File: src/rtl/color_pkg.sv
// Shared definitions for the colour classifier.
//   DEF_WIDTH      : default bits per colour channel
//   CH_R/CH_G/CH_B : channel slot inside a packed {R,G,B} word
//   RST_LO_BIT/RST_HI_BIT : fill bits for the reset window (lo=all-ones, hi=0),
//                    which makes every class unmatched until it is programmed
package color_pkg;
  localparam int DEF_WIDTH = 8;

  localparam int CH_R = 2;
  localparam int CH_G = 1;
  localparam int CH_B = 0;

  localparam logic RST_LO_BIT = 1'b1;
  localparam logic RST_HI_BIT = 1'b0;
endpackage

File: src/rtl/color_range_match.sv
// Three-channel inclusive window test for one class.
// Ports:
//   sample : packed {R,G,B} sample
//   lo, hi : packed {R,G,B} window bounds
//   match  : 1 when lo <= sample <= hi (unsigned) on all three channels
module color_range_match
  import color_pkg::*;
#(
  parameter int WIDTH = DEF_WIDTH
) (
  input  logic [3*WIDTH-1:0] sample,
  input  logic [3*WIDTH-1:0] lo,
  input  logic [3*WIDTH-1:0] hi,
  output logic               match
);

  function automatic logic in_win(input logic [WIDTH-1:0] s,
                                  input logic [WIDTH-1:0] l,
                                  input logic [WIDTH-1:0] h);
    return (s >= l) && (s <= h);
  endfunction

  always_comb begin
    match = in_win(sample[CH_R*WIDTH +: WIDTH], lo[CH_R*WIDTH +: WIDTH], hi[CH_R*WIDTH +: WIDTH])
         && in_win(sample[CH_G*WIDTH +: WIDTH], lo[CH_G*WIDTH +: WIDTH], hi[CH_G*WIDTH +: WIDTH])
         && in_win(sample[CH_B*WIDTH +: WIDTH], lo[CH_B*WIDTH +: WIDTH], hi[CH_B*WIDTH +: WIDTH]);
  end

endmodule

File: src/rtl/color_classifier.sv
// Programmable colour window classifier with debounce.
// Two pipeline stages: S1 registers the per-class match vector, S2 registers
// the priority-encoded result and the debounce state.
// Ports:
//   clk, reset              : clock, synchronous active-high reset
//   r/g/b_signal            : sample channels
//   in_valid / in_ready     : sample handshake
//   cfg_we/cfg_idx/cfg_lo/cfg_hi : window write port (bounds packed {R,G,B})
//   out_valid / out_ready   : result handshake
//   class_onehot            : every matching window
//   class_id / class_hit    : lowest matching index / any match
//   stable                  : same hit class seen HOLD consecutive results
// Optional macro CLASSIFIER_HIST_EN adds per-class hit counters:
//   hist_idx, hist_clr (in), hist_count (out, combinational read)
module color_classifier
  import color_pkg::*;
#(
  parameter int WIDTH       = DEF_WIDTH,
  parameter int NUM_CLASSES = 5,
  parameter int HOLD        = 4,
  localparam int IDX_W      = (NUM_CLASSES > 1) ? $clog2(NUM_CLASSES) : 1
) (
  input  logic                   clk,
  input  logic                   reset,
  input  logic [WIDTH-1:0]       r_signal,
  input  logic [WIDTH-1:0]       g_signal,
  input  logic [WIDTH-1:0]       b_signal,
  input  logic                   in_valid,
  output logic                   in_ready,
  input  logic                   cfg_we,
  input  logic [IDX_W-1:0]       cfg_idx,
  input  logic [3*WIDTH-1:0]     cfg_lo,
  input  logic [3*WIDTH-1:0]     cfg_hi,
  output logic                   out_valid,
  input  logic                   out_ready,
  output logic [NUM_CLASSES-1:0] class_onehot,
  output logic [IDX_W-1:0]       class_id,
  output logic                   class_hit,
  output logic                   stable
`ifdef CLASSIFIER_HIST_EN
  ,
  input  logic [IDX_W-1:0]       hist_idx,
  output logic [15:0]            hist_count,
  input  logic                   hist_clr
`endif
);

  localparam int CNT_W = $clog2(HOLD + 1);

  function automatic logic [CNT_W-1:0] sat_inc(input logic [CNT_W-1:0] c);
    return (c == CNT_W'(HOLD)) ? c : c + 1'b1;
  endfunction

  logic                 adv;
  logic [3*WIDTH-1:0]   sample_p0;
  logic [3*WIDTH-1:0]   win_lo [NUM_CLASSES];
  logic [3*WIDTH-1:0]   win_hi [NUM_CLASSES];
  logic [NUM_CLASSES-1:0] match_p0;

  logic                   vld_p1;
  logic [NUM_CLASSES-1:0] match_p1;
  logic [IDX_W-1:0]       id_p1;
  logic                   hit_p1;
  logic [CNT_W-1:0]       cnt_nxt;
  logic                   stable_nxt;
  logic [CNT_W-1:0]       cnt_p2;

  // Both stages move together; a stalled result freezes the whole pipe.
  assign in_ready = !out_valid || out_ready;
  assign adv      = in_ready;

  always_comb begin
    sample_p0 = '0;
    sample_p0[CH_R*WIDTH +: WIDTH] = r_signal;
    sample_p0[CH_G*WIDTH +: WIDTH] = g_signal;
    sample_p0[CH_B*WIDTH +: WIDTH] = b_signal;
  end

  // Window writes land on the clock edge, so a sample accepted in the same
  // cycle still sees the old bounds.
  always_ff @(posedge clk) begin
    if (reset) begin
      for (int i = 0; i < NUM_CLASSES; i++) begin
        win_lo[i] <= {(3*WIDTH){RST_LO_BIT}};
        win_hi[i] <= {(3*WIDTH){RST_HI_BIT}};
      end
    end else if (cfg_we && (int'(cfg_idx) < NUM_CLASSES)) begin
      win_lo[cfg_idx] <= cfg_lo;
      win_hi[cfg_idx] <= cfg_hi;
    end
  end

  for (genvar i = 0; i < NUM_CLASSES; i++) begin : g_match
    color_range_match #(.WIDTH(WIDTH)) u_match (
      .sample (sample_p0),
      .lo     (win_lo[i]),
      .hi     (win_hi[i]),
      .match  (match_p0[i])
    );
  end

  // ---- S1: per-class match vector ----
  always_ff @(posedge clk) begin
    if (reset) begin
      vld_p1 <= 1'b0;
    end else if (adv) begin
      vld_p1 <= in_valid;
    end
  end

  always_ff @(posedge clk) begin
    if (adv) begin
      match_p1 <= match_p0;
    end
  end

  // Scan from the top so the lowest matching index wins.
  always_comb begin
    id_p1  = '0;
    hit_p1 = |match_p1;
    for (int i = NUM_CLASSES - 1; i >= 0; i--) begin
      if (match_p1[i]) id_p1 = IDX_W'(i);
    end
  end

  // The S2 outputs only ever hold the last valid result, so they double as
  // the "previous result" for the debounce comparison. After reset the
  // counter is 0, so incrementing and loading 1 coincide.
  always_comb begin
    if ((id_p1 == class_id) && (hit_p1 == class_hit)) begin
      cnt_nxt = sat_inc(cnt_p2);
    end else begin
      cnt_nxt = CNT_W'(1);
    end
    stable_nxt = hit_p1 && (cnt_nxt == CNT_W'(HOLD));
  end

  // ---- S2: priority encode + debounce ----
  always_ff @(posedge clk) begin
    if (reset) begin
      out_valid    <= 1'b0;
      class_onehot <= '0;
      class_id     <= '0;
      class_hit    <= 1'b0;
      stable       <= 1'b0;
      cnt_p2       <= '0;
    end else if (adv) begin
      out_valid <= vld_p1;
      if (vld_p1) begin
        class_onehot <= match_p1;
        class_id     <= id_p1;
        class_hit    <= hit_p1;
        stable       <= stable_nxt;
        cnt_p2       <= cnt_nxt;
      end
    end
  end

`ifdef CLASSIFIER_HIST_EN
  logic [15:0] hist [NUM_CLASSES];

  always_ff @(posedge clk) begin
    if (reset || hist_clr) begin
      for (int i = 0; i < NUM_CLASSES; i++) hist[i] <= '0;
    end else if (out_valid && out_ready && class_hit) begin
      if (hist[class_id] != 16'hFFFF) hist[class_id] <= hist[class_id] + 16'd1;
    end
  end

  assign hist_count = (int'(hist_idx) < NUM_CLASSES) ? hist[hist_idx] : 16'd0;
`endif

endmodule

File: config.mk
export PLATFORM = sky130hd
export DESIGN_NAME = color_classifier
export DESIGN_NICKNAME = d
export VERILOG_FILES = /design/src/rtl/color_pkg.sv /design/src/rtl/color_range_match.sv /design/src/rtl/color_classifier.sv
export SDC_FILE = /design/constraint.sdc
export NUM_CORES = 1
export LEC_CHECK = 0
export CAP_MARGIN = 25
export CORE_MARGIN = 2
export CORE_UTILIZATION = 50
export DETAILED_ROUTE_END_ITERATION = 6
export PLACE_DENSITY_LB_ADDON = 0.2
export SYNTH_ARGS = -nofsm -noshare
export SYNTH_HDL_FRONTEND = slang
export SYNTH_HIERARCHICAL = 1
export SYNTH_SLANG_ARGS = --single-unit
File: constraint.sdc
create_clock -name clk -period 7.7 [get_ports clk]
set_input_delay 1.925 -clock clk [delete_from_list [all_inputs] [get_ports clk]]
set_output_delay 1.925 -clock clk [all_outputs]
set_load 0.05 [all_outputs]
==> out/results.tsv <==
metric	value	unit
Via density	5.49	
wirelength, routed	36700	um
dpl ws	1.75	ns
EDFF count, synth	245	
Leakage	7.79	nW
num rows	64	
Worst Hold Class	reg -> reg	
Max Clk Rate	180	MHz
Clock Sinks	260	
CTS tree	yes	
largest net degree at the start of global routing	50	
share of cells above drive strength 1	5.15	%
crit path kind	in -> out	
setup TNS	0	ns
skew final	0.0170	ns
Crit Path Max Fanout	10	
wire length per cell	19.0	um
Crit path top cell by count	clkdlybuf4s50_1	
antenna violations before repair	2	
peak supply drop	0.000178	V
# fillers	2557	
Top FF cell, synth	edfxtp_1	
RD Place Congestion	0.829	
Initial DRT Pass Iterations	5	
HPWL Detailed	26000	um
PortBufs	91	
vias in the first global route	10500	
Num CTS Buffers	29	
post-CTS sizing	0	
Chip Width	181	um
met2 Use GR	38.7	%
Synth cell types	47	
setup ws final	2.14	ns
via count	10600	
htree depth	1	
Async S/R FF share, synth	0	%
Reg2Reg Launch Point	win_lo[2][16]	
Hold EP	class_onehot[3]	
Reg clk slew, reported paths	0.06	ns
cell chain of the critical path	clkdlybuf4s50_1, nand2b_1, clkdlybuf4s50_1	
Overflow after GRT	0	
Max clock buf depth	3	
Slew Viols, Final	0	
Post-Layout Cell Count	1930	
Post-Syn Area	15700	um^2
GR Util All Layers	22.6	%
Worst Path Required	5.78	ns
P&R area growth vs syn	14.5	%
Final Net Count	1833	
#FFs+latches synth	260	
antenna viol nets, final	0	
post-CTS setup buffer count	0	
Post-Synthesis Cells	1413	
Power Density	193	nW/um^2
most common cell after layout, fill and taps aside	edfxtp_1	
RSZ-0062 raised after global routing	false	
Slew HR	31.3	%
gr busiest metal	met2	
crit path time final	5.56	ns
hold path startpoint	class_onehot[3]	
Total Power	3.47	mW
die height	181	um
critical register-to-register path endpoint	match_p1[2]	
most frequent cells in the layout	edfxtp_1 (245), ha_1 (242), inv_1 (231)	
status	completed	
placed cell count	1875	
hold path depth	2	
clk_lat worst skew	0.55	ns
first-pass GRT wire length	56700	um
Root Driver	clkbuf_16	
CP Data Arrival Time	3.63	ns
crit end category	output pin	
die area	32800	um^2
Mapped Avg Cell Area	11.1	um^2
met3 GRT Util	3.79	%
Synth Net Count	1735	
Antenna diodes	0	
Ys Warns	6	
hold buffer count at cts	0	
Critical Path Max Stage Delay	0.89	ns
starting density of the core	51.1	%
core area	30700	um^2
Slew @ Worst Pin	1.03	ns
grt met1 use	28.7	%
Setup violations, final	0	
Final Cycle Share	72.2	%
Reg2Reg Setup Slack	5.34	ns
fraction of the yosys area taken by sequential cells	48.8	%
Worst setup SP type	input port	
Reg2Reg Depth	6	
Iter 0 DRT Violations	726	
drt drc	0	
Final Hold Fails	0	
Slowest-stage cell, CP	clkdlybuf4s50_1	
I/O pin cnt	92	
maxcap violations	0	
-- cells by family (layout without fill, tap and decap cells) --
family          after synthesis  after routing  share of synthesized area, %
flops                       260            260                          48.8
mux                           6              6                         0.382
buf+inv                     265            386                          6.39
simple gates                438            438                          17.1
fa+ha+maj                   242            242                          19.3
compound gates              202            202                          8.06
-- worst max path at each step --
stage	slack, ns	start	end
floorplan	3.25	out_ready	in_ready
global placement	1.91	reset	win_hi[1][4]
CTS	2.14	out_ready	in_ready
global route	2.10	out_ready	in_ready
finish	2.14	out_ready	in_ready
detailed placement	1.75	reset	win_hi[1][5]
-- worst max-delay path, delay by kind of cell --
| kind | cells | cell delay (ns) |
|---|---|---|
| buffers and inverters | 2 | 1.33 |
| and+or+nand+nor | 1 | 0.37 |
-- stage by stage --
stage	utilization, %	area [um^2]	hold slack, ns
after global routing	58.5	18000	0.482
after global placement	55.4	17000	0.443
after detailed placement	55.5	17100	0.461
final	58.5	18000	0.466
after CTS	58.4	17900	0.469
after floorplan	-	15700	0.447
-- Yosys cell counts, types with 8 or more instances --
library cell  count  area (um^2)
edfxtp_1        245         7360
ha_1            242         3030
inv_1           231          867
nand2b_1        119          744
and2_1          102          638
a21oi_1          81          405
nand4_1          38          238
nand2_1          35          131
and3_1           32          200
clkbuf_1         32          120
o21ai_0          27          135
or3_1            24          150
nor2_1           21         78.8
o21a_1           18          135
nor2b_1          17          106
dfxtp_1          15          300
a21o_1           13         97.6
nor3_1           13         65.1
a2111oi_0        10         87.6
o211ai_1         10         75.1
o2111ai_1         8         70.1
o22ai_1           8         50.1
-- report_power, final --
part	total (mW)	switching (mW)	internal, mW
clock network	1.30	0.539	0.756
logic	0.516	0.303	0.213
registers	1.66	0.0253	1.63
-- flip-flops by register name (all words and copies together), names as in the netlist, 3 cells and up --
register,count
cnt_p2,3
class_onehot,5
win_hi,120
class_id,3
win_lo,120
match_p1,5
-- layer usage --
metal	vias up	wire [um]	part of all wire (%)
li1	5196	-	-
met1	5036	15600	43
met2	280	17500	48
met3	81	2150	5.9
met4	2	1360	3.7
met5	-	13	0.035
-- cell type report --
class / count / area [um^2] / area share, %
clock buffers: 37 / 756 / 4.20
clock inverters: 17 / 131 / 0.731
inverters: 231 / 867 / 4.82
multi-input cells: 888 / 7050 / 39.2
flip-flops and latches: 260 / 7660 / 42.6
well taps: 396 / 495 / 2.76
repair buffers: 101 / 1020 / 5.67
Note: power is estimated with default switching activity, not from simulation.
